<file path="src/rtl/fft_twiddle_gen.sv">
// Radix-2 DIF twiddle stream: one (re, im) Q1.6 coefficient per butterfly, stage by stage.
// Latency 1 cycle from start; holds the beat while tw_ready=0. Optional macro TWGEN_CONJ_EN adds inv (IFFT conjugates).
module fft_twiddle_gen #(
   parameter int LOG2N = 4,
   parameter int TW_W  = 8
) (
   input  logic                       clk,
   input  logic                       rst_n,
   input  logic                       start,
`ifdef TWGEN_CONJ_EN
   input  logic                       inv,
`endif
   input  logic                       tw_ready,
   output logic                       tw_valid,
   output logic [TW_W-1:0]            tw_re,
   output logic [TW_W-1:0]            tw_im,
   output logic [$clog2(LOG2N)-1:0]   stage,
   output logic [LOG2N-2:0]           bfly,
   output logic                       tw_last,
   output logic                       busy,
   output logic                       done
);

   localparam int N    = 1 << LOG2N;
   localparam int HALF = N / 2;
   localparam int QN   = N / 4;
   localparam int SW   = $clog2(LOG2N);
   localparam int BW   = LOG2N - 1;
   localparam longint TWO_PI_Q28 = 64'sd1686629713;

   // round(64*cos(2*pi*i/N)) via a Q28 Taylor series, evaluated at elaboration
   function automatic int cos_q6(input int i);
      longint x, x2, term, sum;
      x    = (TWO_PI_Q28 * longint'(i)) >>> LOG2N;
      x2   = (x * x) >>> 28;
      term = longint'(1) <<< 28;
      sum  = term;
      for (int n = 1; n <= 12; n++) begin
         term = -((term * x2) >>> 28) / longint'((2 * n - 1) * (2 * n));
         sum  = sum + term;
      end
      return int'((sum * 64 + (longint'(1) <<< 27)) >>> 28);
   endfunction

   logic signed [TW_W-1:0] rom [0:QN];

   for (genvar g = 0; g <= QN; g++) begin : g_rom
      localparam int CV = cos_q6(g);
      assign rom[g] = TW_W'(CV);
   end

   typedef enum logic [1:0] {IDLE, RUN, DONE} state_t;
   state_t state;

   logic                   conj;
   logic                   accept, wrap, final_beat, nxt_last;
   logic [SW-1:0]          nxt_s;
   logic [BW-1:0]          nxt_k, k_mask, e, re_idx, im_idx;
   logic                   re_neg;
   logic signed [TW_W-1:0] lut_re, lut_im;

`ifdef TWGEN_CONJ_EN
   logic inv_q;
   // inv is live only on the start cycle; afterwards the captured copy rules
   assign conj = (state == IDLE) ? inv : inv_q;
`else
   assign conj = 1'b0;
`endif

   assign accept     = tw_valid & tw_ready;
   assign wrap       = (bfly == BW'(HALF - 1));
   assign final_beat = wrap && (stage == SW'(LOG2N - 1));

   always_comb begin
      nxt_s = '0;
      nxt_k = '0;
      if (state == RUN) begin
         nxt_k = bfly + 1'b1;
         nxt_s = wrap ? stage + 1'b1 : stage;
      end
   end

   assign nxt_last = (nxt_s == SW'(LOG2N - 1)) && (nxt_k == BW'(HALF - 1));

   // e = (k mod (N >> (s+1))) << s, looked up from the next-state counters
   always_comb begin
      k_mask = BW'(HALF - 1) >> nxt_s;
      e      = (nxt_k & k_mask) << nxt_s;
      re_idx = e;
      im_idx = BW'(QN) - e;
      re_neg = 1'b0;
      if (e > BW'(QN)) begin
         re_idx = '0 - e;
         im_idx = e - BW'(QN);
         re_neg = 1'b1;
      end
      lut_re = re_neg ? -rom[re_idx] : rom[re_idx];
      lut_im = conj ? rom[im_idx] : -rom[im_idx];
   end

   always_ff @(posedge clk or negedge rst_n) begin
      if (!rst_n) begin
         state    <= IDLE;
         tw_valid <= 1'b0;
         tw_re    <= '0;
         tw_im    <= '0;
         stage    <= '0;
         bfly     <= '0;
         tw_last  <= 1'b0;
         busy     <= 1'b0;
         done     <= 1'b0;
`ifdef TWGEN_CONJ_EN
         inv_q    <= 1'b0;
`endif
      end else begin
         done <= 1'b0;
         case (state)
            IDLE: begin
               if (start) begin
                  state    <= RUN;
                  busy     <= 1'b1;
                  tw_valid <= 1'b1;
                  stage    <= nxt_s;
                  bfly     <= nxt_k;
                  tw_re    <= lut_re;
                  tw_im    <= lut_im;
                  tw_last  <= nxt_last;
`ifdef TWGEN_CONJ_EN
                  inv_q    <= inv;
`endif
               end
            end
            RUN: begin
               if (accept) begin
                  if (final_beat) begin
                     state    <= DONE;
                     busy     <= 1'b0;
                     done     <= 1'b1;
                     tw_valid <= 1'b0;
                     stage    <= '0;
                     bfly     <= '0;
                     tw_re    <= '0;
                     tw_im    <= '0;
                     tw_last  <= 1'b0;
                  end else begin
                     stage    <= nxt_s;
                     bfly     <= nxt_k;
                     tw_re    <= lut_re;
                     tw_im    <= lut_im;
                     tw_last  <= nxt_last;
                  end
               end
            end
            DONE: begin
               state <= IDLE;
            end
            default: begin
               state <= IDLE;
            end
         endcase
      end
   end

endmodule

</file>
<file path="config.mk">
export PLATFORM = sky130hd
export DESIGN_NAME = fft_twiddle_gen
export DESIGN_NICKNAME = d
export VERILOG_FILES = /design/src/rtl/fft_twiddle_gen.sv
export SDC_FILE = /design/constraint.sdc
export NUM_CORES = 1
export LEC_CHECK = 0
export ABC_AREA = 1
export BUFFER_PORTS_ARGS = -buffer_cell sky130_fd_sc_hd__clkbuf_2
export CAP_MARGIN = 40
export CORE_MARGIN = 10
export CORE_UTILIZATION = 35
export CTS_BUF_LIST = sky130_fd_sc_hd__clkbuf_4 sky130_fd_sc_hd__clkbuf_8
export DETAILED_ROUTE_END_ITERATION = 10
export SLEW_MARGIN = 20
export SYNTH_ARGS = -nofsm -noshare
export SYNTH_HDL_FRONTEND = slang
export SYNTH_SLANG_ARGS = --single-unit
</file>
<file path="constraint.sdc">
create_clock -name clk -period 2.8 [get_ports clk]
set_input_delay 0.14 -clock clk [delete_from_list [all_inputs] [get_ports clk]]
set_output_delay 0.14 -clock clk [all_outputs]
set_load 0.01 [all_outputs]
</file>
# Word-level counts from Yosys, hierarchy flattened
# Memories as Yosys holds them, arrays and structs flattened.
# Index checks and enable logic that the tools add are counted.
[totals] reg_bits=26 input_bits=4 mem_count=2 word_cells=83 rom_bits=128
[memory_table] memory="(name not given)" depth=8 width=8 read_ports=1 rd_clocked_by_memory_dff=0 write_ports=0 line_no="98" text="lut_im = conj ? rom[im_idx] : -rom[im_idx];"
[memory_table] memory="(name not given)" depth=8 width=8 read_ports=1 rd_clocked_by_memory_dff=0 write_ports=0 line_no="97" text="lut_re = re_neg ? -rom[re_idx] : rom[re_idx];"
[op_classes] n_shift=2 order_cmp=3 reduce_logical=7 n_addsub=7 mux=42 n_bitwise=4 n_eq_ne=8
[op_table] operator="2-to-1 mux 8 bit" n=11
[op_table] operator="case mux 8 bit (2 select lines)" n=2
[op_table] operator="2-to-1 mux 3 bit" n=6
[op_table] operator="2-to-1 mux 2 bit" n=8
[op_table] operator="negator 8 bit" n=2
[op_table] operator="2-to-1 mux 1 bit" n=10
[op_table] operator="greater-or-equal comparator 4 bit (second input constant)" n=2
[op_table] operator="NOT 3 -> 4 bit" n=2
[op_table] operator="case mux 2 bit (2 select lines)" n=2
[op_table] operator="equality test 3 bit (second input constant)" n=2
[op_table] operator="inequality test 2 bit (second input constant)" n=3
[op_table] operator="case mux 3 bit (2 select lines)" n=1
[op_table] operator="AND reduction 3 bit" n=2
[op_table] operator="equality test 2 bit (second input constant)" n=2
[op_table] operator="case mux 1 bit (2 select lines)" n=2
[op_table] operator="AND reduction 4 bit" n=1
[op_table] operator="adder 3 x 1 -> 3 bit (second input constant)" n=1
[op_table] operator="bitwise AND 3 bit" n=1
[op_table] operator="> comparator 3 bit (second input constant)" n=1
[op_table] operator="<< shifter 3 x 2 -> 3 bit" n=1
[op_table] operator=">> shifter 3 x 2 -> 3 bit (first input constant)" n=1
[op_table] operator="subtractor 1 x 3 -> 3 bit (first input constant)" n=1
[op_table] operator="subtractor 3 bit (first input constant)" n=1
[op_table] operator="subtractor 3 bit (second input constant)" n=1
[op_table] operator="other kinds (6)" n=7

# Logic depth before layout (Yosys ltp)
# Gate-level depths: netlist of run 1.
[logic_depth] depth_word=17 depth_mapped=22

# Worst setup path after synthesis of run 1
# Ideal clock, no wire load.
[synth_path] path_kind="flip-flop to flip-flop" startpoint="reg bfly[0]" endpoint="reg tw_im[3]" arrival_time_ns=2.692 required_ns=2.684 period_less_slack_ns=2.808 slack_ns=-0.008 path_stages_with_launch=20 cell_sequence="dfrtp_1 ha_1 ha_1 inv_1 nand2_2 nand2_4 nand2_1 nor2_1 inv_1 ha_1 inv_1 nand2_4 inv_2 nand2_1 o21ai_1 ha_1 a31oi_1 nor2_1 nand2_1 nand2_1"
[synth_between] elab_chain_len=16 word_cells_on_any_way=22 cone_classes="4 x add/sub; 1 x order compare; 1 x eq/ne; 2 x shift; 10 x mux; 2 x bitwise; 1 x reduce/logical; 1 x memory"
[synth_lines] item="from (decl)" line_no="18" text="output logic [LOG2N-2:0] bfly,"
[synth_lines] item="from (signal assigned)" line_no="124" text="bfly <= nxt_k;"
[synth_lines] item="from (signal assigned)" line_no="147" text="bfly <= nxt_k;"
[synth_lines] item="equality test 3 bit" line_no="71" text="assign wrap = (bfly == BW'(HALF - 1));"
[synth_lines] item="2-to-1 mux 2 bit" line_no="79" text="nxt_s = wrap ? stage + 1'b1 : stage;"
[synth_lines] item="2-to-1 mux 2 bit" line_no="77" text="if (state == RUN) begin"
[synth_lines] item=">> shifter 3 x 2 -> 3 bit" line_no="87" text="k_mask = BW'(HALF - 1) >> nxt_s;"
[synth_lines] item="bitwise AND 3 bit" line_no="88" text="e = (nxt_k & k_mask) << nxt_s;"
[synth_lines] item="<< shifter 3 x 2 -> 3 bit" line_no="88"
[synth_lines] item="subtractor 3 bit, or another cell as far along" line_no="90" text="im_idx = BW'(QN) - e;"
[synth_lines] item="2-to-1 mux 3 bit" line_no="92" text="if (e > BW'(QN)) begin"
[synth_lines] item="NOT 3 -> 4 bit (implied by the code)" line_no="98"
[synth_lines] item="memory read (8 x 8 bit)"
[synth_lines] item="2-to-1 mux 8 bit (implied by the code) (2 in series)" line_no="98"
[synth_lines] item="negator 8 bit" line_no="98"
[synth_lines] item="2-to-1 mux 8 bit" line_no="135" text="if (final_beat) begin"
[synth_lines] item="2-to-1 mux 8 bit" line_no="134" text="if (accept) begin"
[synth_lines] item="case mux 8 bit (2 select lines) *" line_no="117" text="case (state)"
[synth_lines] item="to (signal assigned)" line_no="126" text="tw_im <= lut_im;"
[synth_lines] item="to (signal assigned)" line_no="149" text="tw_im <= lut_im;"
[synth_lines] item="to (decl)" line_no="16" text="output logic [TW_W-1:0] tw_im,"
# Mark *: on every way between the ends. The rest lies on a longest branch, timed or not. The select of a mux whose other input is x is not followed.
# A chain may end at the register's enable or synchronous reset.

# Worst setup path after layout of run 1
[layout_path] startpoint="reg bfly[1]" endpoint="reg tw_im[3]"
# Same word-level chain as after synthesis.

==> flow_summary.ini, run 1 <==
[run_status]
status = complete, no violations

[critical_path]
regToRegSetupSlack_ns = 0.25
end_kind = flip-flop
timing.rr.start = bfly[1]
r2r_cells = 18
cp_max_fo = 6
crit_path_max_incr_delay_ns = 0.41
endpoint = tw_im[3]
crit_type = flip-flop to flip-flop
cpMostUsedCell = nand2_1
critPathSlowestCell = dfrtp_1
crit_path_start_kind = flip-flop
crit_path_cell_trace = ha_2, ha_4, nand2_2, o21a_1, nand3_1, nand2_1, nand2_2, ha_2, inv_2, nand2_4, inv_2, nand2_1, o21ai_1, ha_1, a31oi_1, nor2_1, nand2_1, nand2_1
arrival_ns = 2.72
cp.required_ns = 2.97
startpoint = bfly[1]
rr_endpoint = tw_im[3]

[power]
swShare_pct = 18.5
power_density_mw_per_mm2 = 380
p_switching_mw = 0.129
p_int_mw = 0.569
p_comb_share_pct = 1.5
p_clk_share_pct = 44.8
p_leak_nw = 1.03
power.share.sequential_pct = 53.7
ir_drop_uv = 184

[drt]
drcViolationCount = 0
ant_nets = 0
drt_first_pass_iters = 4
dr.first_iter.drc_count = 98
vias = 1300
routed_wl_microns = 3500
via_per_inst = 4.81
wl_per_cell_microns = 13.0

[global_route]
top_usage_layer = met2
grt_pass1_wl_microns = 6260
grtUsageMet1_pct = 12.4
grt_overflow = 0
grtUsageTotal_pct = 10.3
grt_antenna_before_repair = 0
gr-usage-met2_pct = 16.9
grt_pass1_vias = 1360
grt_max_degree = 27
use_met3_pct = 2.08

[synthesis]
yosys.area.top_type = dfrtp_1
synth_ff_type = dfrtp_1
synth_common_cells = nand2_1 (57), dfrtp_1 (26), nand3_1 (22), inv_1 (21), ha_1 (9)
synth_compound_area_share_pct = 6.71
synth-adder-area-share_pct = 7.46
syn_area_sq_mm = 0.00151
synth_top_family_by_area = simple AND/OR/NAND/NOR gates
syn-num-nets = 198
synthXorXnorAreaFrac_pct = 0
yosysWarnings = 0
synth_edf_count = 0
ys_ff_latch = 26
synth_cell_types = 24
async_reset_ff_share_pct = 100
avgSynthCellArea_sq_um = 8.16
synth_top_area_share_pct = 43.1
synthSimpleGateAreaFrac_pct = 35.2
ys_seq_area_share_pct = 43.1
synthMostInstantiatedCell = nand2_1
synth_area_leaders = dfrtp_1 (43%), nand2_1 (14%), ha_1 (7.5%)
synth_cells = 185
muxShareOfSynthArea_pct = 0

[floorplanning]
rows = 23
initial_core_util_pct = 37.0
dieArea_sq_mm = 0.00734
die_width_microns = 85.7
die_h_microns = 85.7
core-area_sq_mm = 0.00409
ios = 29

[run]
drv_cap = 0

[sta]
max_freq_mhz = 393
setup_tns_ns = 0
worst_slew_pin_slew_ns = 0.642
period_needed_ns = 2.55
finalHoldViolations = 0
slew_viol_final = 0
finalCritPeriodShare_pct = 91.0
rsz0062_at_grt = false
fin_skew_ns = 0.00274
holdWs_ns = 0.136
setup_viol = 0
maxSlewHeadroom_pct = 57.2

[clock_network]
cts_tree = built
numCtsBuffers = 3
clockBufferDepth = 2
cts.clk_slew.worst_paths_ns = 0.09
cts_setup_buffers = 0
insertion_delay_ns = 0.27
clock_sinks = 26
htreeDepth = 1
cts-root-buf = clkbuf_8

[placement]
dpl.hpwl_microns = 2690
port_buffers = 28
dp.cells = 265
gp_congestion = 0.893

[worst_hold_path]
min_path_type = input pin to flip-flop

[final_layout]
fin_cells = 270
area_delta_synth_final_pct = 21.9
drive_above_1_share_pct = 30.5
layout.nets = 234
fillers = 415
diodes = 0
## layer usage
metal / wire length, microns / vias to the layer above / share of wire, %
met5: 0 / - / 0
met4: 84 / 0 / 2.4
met3: 171 / 4 / 4.9
met2: 1540 / 27 / 44
met1: 1700 / 601 / 49
li1: - / 668 / -
## layout make-up
cell class                 instances  area [sq um]  area share (%)
multi-input combinational        131           774            42.1
sequential                        26           651            35.4
timing repair buffer              34           188            10.2
inverter                          25          93.8            5.10
tap                               50          62.6            3.40
clock buffer                       3          41.3            2.24
clock inverter                     1          30.0            1.63
## registers in the layout, indices dropped and copies added, names as in the netlist
| name | flops |
|---|---|
| tw_im | 8 |
| tw_re | 8 |
| bfly | 3 |
| stage | 2 |
| state | 2 |
| busy | 1 |
| done | 1 |
| tw_last | 1 |
## logic make-up (layout without fill, tap and decap cells)
kind of cell	Yosys count	after routing
adder cells (fa/ha/maj)	9	9
AND/OR/NAND/NOR	105	105
buffers and inverters	28	63
flip-flops	26	26
AO/OA/AOI/OAI	17	17
## critical path: cells and delay by family, from the launching register on
kind            cells  cell delay [ns]
buf+inv             2             0.15
compound gates      3             0.44
fa+ha+maj           4             0.84
simple gates        9             0.59
flops               1             0.41
## timing repair
| item | in CTS | in global routing |
|---|---|---|
| setup endpoints to repair | 0 | 7 |
| endpoints found under the hold margin | 26 | 0 |
| gates resized for setup | 0 | 9 |
| hold buffers | 1 | 0 |
## cell usage in the layout (no fill, tap or decap), types with 2 or more instances in the layout
master and n:
o21ai_0 5, ha_1 6, nor2_1 7, clkbuf_8 3, dfrtp_1 26, a22o_1 2, clkbuf_2 28, ha_2 2
nand3_2 4, o21ai_1 4, nand2_2 6, inv_1 19, nor2_2 2, nor2_4 2, nand2_1 55, nand3_1 22
inv_2 6, buf_4 5, nand2_4 4, o22ai_1 2
## power groups by stage
| stage | registers, mW | clock network, mW | logic, mW |
|---|---|---|---|
| after global routing | 0.375 | 0.343 | 0.0126 |
| after CTS | 0.375 | 0.325 | 0.0112 |
| final | 0.375 | 0.313 | 0.0103 |
| after global placement | 0.383 | 0 | 0.0101 |
| after detailed placement | 0.383 | 0 | 0.0102 |
| after floorplan | 0.383 | 0 | 0.000374 |
## how the worst min path moves through the flow
stage                  start      end  slack [ns]  depth (start not counted)
detailed placement     rst_n     busy        0.21                          1
CTS                    start     busy        0.13                          3
floorplan              rst_n  bfly[0]       -0.16                          0
global route        tw_ready     done        0.16                          3
global placement       rst_n     busy        0.20                          1
finish                 start     busy        0.14                          3
## through the flow
step           setup WS (ns)  total power [mW]  utilization (%)  cell area [sq um]
2_1_floorplan         0.0498             0.383                -               1510
3_3_place_gp           0.149             0.393             42.4               1730
3_5_place_dp           0.115             0.393             42.4               1730
4_1_cts               0.0962             0.711             44.4               1810
5_1_grt               0.0113             0.731             45.0               1840
6_report               0.253             0.699             45.0               1840
Power figures use the tool's default switching activity.
==> run 2: changes to the inputs <==
--- a/config.mk
+++ b/config.mk
@@ -8,10 +8,14 @@
 export ABC_AREA = 1
 export BUFFER_PORTS_ARGS = -buffer_cell sky130_fd_sc_hd__clkbuf_2
 export CAP_MARGIN = 40
+export CELL_PAD_IN_SITES_DETAIL_PLACEMENT = 0
+export CELL_PAD_IN_SITES_GLOBAL_PLACEMENT = 1
 export CORE_MARGIN = 10
 export CORE_UTILIZATION = 35
 export CTS_BUF_LIST = sky130_fd_sc_hd__clkbuf_4 sky130_fd_sc_hd__clkbuf_8
 export DETAILED_ROUTE_END_ITERATION = 10
+export GPL_TIMING_DRIVEN = 0
+export PLACE_DENSITY_LB_ADDON = 0.1
 export SLEW_MARGIN = 20
 export SYNTH_ARGS = -nofsm -noshare
 export SYNTH_HDL_FRONTEND = slang
==> flow_summary.ini, run 2 (synthesis results as in run 1) <==
[run_status]
status = complete, no violations

[sta]
setup_tns_ns = 0
slew_viol_final = 0
maxSlewHeadroom_pct = 56.4
setup_viol = 0
worst_slew_pin_slew_ns = 0.654
fin_skew_ns = 0.0131
finalHoldViolations = 0
finalCritPeriodShare_pct = 93.8
max_freq_mhz = 381
holdWs_ns = 0.150
period_needed_ns = 2.63
layout_setup_ws_ns = 0.175

[final_layout]
design_area_sq_mm = 0.00192
area_delta_synth_final_pct = 27.0
layout.cells.most_common = nand2_1
layout.nets = 239
reg_top3 = tw_im x8, tw_re x8, bfly x3
fin_cells = 275
final_cell_mix = nand2_1 (53), clkbuf_2 (28), dfrtp_1 (25)
multi_input_area_sq_um = 808
utilization_pct = 46.9
seq_area_sq_um = 652
fillers = 408
diodes = 0
drive_above_1_share_pct = 34.7

[drt]
ant_nets = 0
drcViolationCount = 0
drt_first_pass_iters = 4
routed_wl_microns = 3960
dr.first_iter.drc_count = 98
via_per_inst = 4.89
wl_per_cell_microns = 14.4
vias = 1346

[placement]
dp.cells = 263
dpl.hpwl_microns = 2950
gp_congestion = 0.934
port_buffers = 28
placed_area_sq_mm = 0.00172
pre_cts_slack_ns = -0.296

[global_route]
grt_antenna_before_repair = 0
grtUsageTotal_pct = 11.1
grt_pass1_wl_microns = 6720
grt_max_degree = 27
grt_overflow = 0
grt_pass1_vias = 1411

[floorplanning]
ios = 29
die_h_microns = 85.7
dieArea_sq_mm = 0.00734
rows = 23
core-area_sq_mm = 0.00409
die_width_microns = 85.7
initial_core_util_pct = 37.0

[power]
power_density_mw_per_mm2 = 369
ir_drop_uv = 150
p_leak_nw = 1.05
p_total_mw = 0.708

[clock_network]
cts-root-buf = clkbuf_8
insertion_delay_ns = 0.28
cts.clk_slew.worst_paths_ns = 0.11
numCtsBuffers = 3
cts_tree = built
clockBufferDepth = 2
clock_sinks = 26
htreeDepth = 1

[critical_path]
arrival_ns = 2.81
end_kind = flip-flop
cp_max_fo = 6
cp.required_ns = 2.99
crit_type = flip-flop to flip-flop
crit_path_start_kind = flip-flop
r2r_cells = 19
regToRegSetupSlack_ns = 0.17

[worst_hold_path]
worstHoldPathCells = 3
min_path_type = input pin to flip-flop

[run]
drv_cap = 0
==> run 2: final timing paths <==
path                          from        to
max                        bfly[0]  tw_im[3]
min                          start      busy
max reg2reg                bfly[0]  tw_im[3]
min reg2reg                tw_last   tw_last
max in group asynchronous    rst_n   bfly[0]
min in group asynchronous    rst_n   bfly[2]
==> run 2: area by class of cell <==
cell class	instances	area share, %
multi-input combinational	131	42.1
buffer	3	1.04
inverter	25	5.28
tap	50	3.26
clock inverter	1	1.57
clock buffer	3	2.15
sequential	26	34.0
timing repair buffer	36	10.6
==> run 2: critical path: stages (launching register included) <==
cell and delay, ns:
dfrtp_2 0.42, ha_2 0.20, ha_4 0.18, inv_1 0.06, nand2_2 0.07, nand2_4 0.11, nand2_2 0.08, nor2_4 0.20
inv_4 0.08, ha_4 0.18, inv_4 0.07, nand2_4 0.08, inv_4 0.07, o21ai_1 0.06, ha_1 0.31, nand2_1 0.08
nand2_1 0.10, nand3_1 0.08, nand2_1 0.08, nand2_1 0.05
==> run 2: power breakdown <==
group / internal (mW) / leakage (nW) / switching, mW
clock network: 0.191 / 0.0357 / 0.131
registers: 0.375 / 0.342 / 0
logic: 0.00272 / 0.676 / 0.00778
total: 0.569 / 1.05 / 0.139
==> run 2: metal layers <==
layer | part of all wire (%) | global-route usage (%) | vias up
li1 | - | - | 675
met1 | 46 | 13.6 | 638
met2 | 47 | 17.8 | 29
met3 | 6.3 | 3.60 | 4
met4 | 1.0 | 4.04 | 0
met5 | 0 | 0 | -
==> run 2: repair_timing <==
action,4_1_cts,5_1_grt
gates resized for setup,8,13
endpoints found under the hold margin,26,0
setup endpoints to repair,8,7
setup buffers,1,6
hold buffers,1,0
pin swaps,0,8
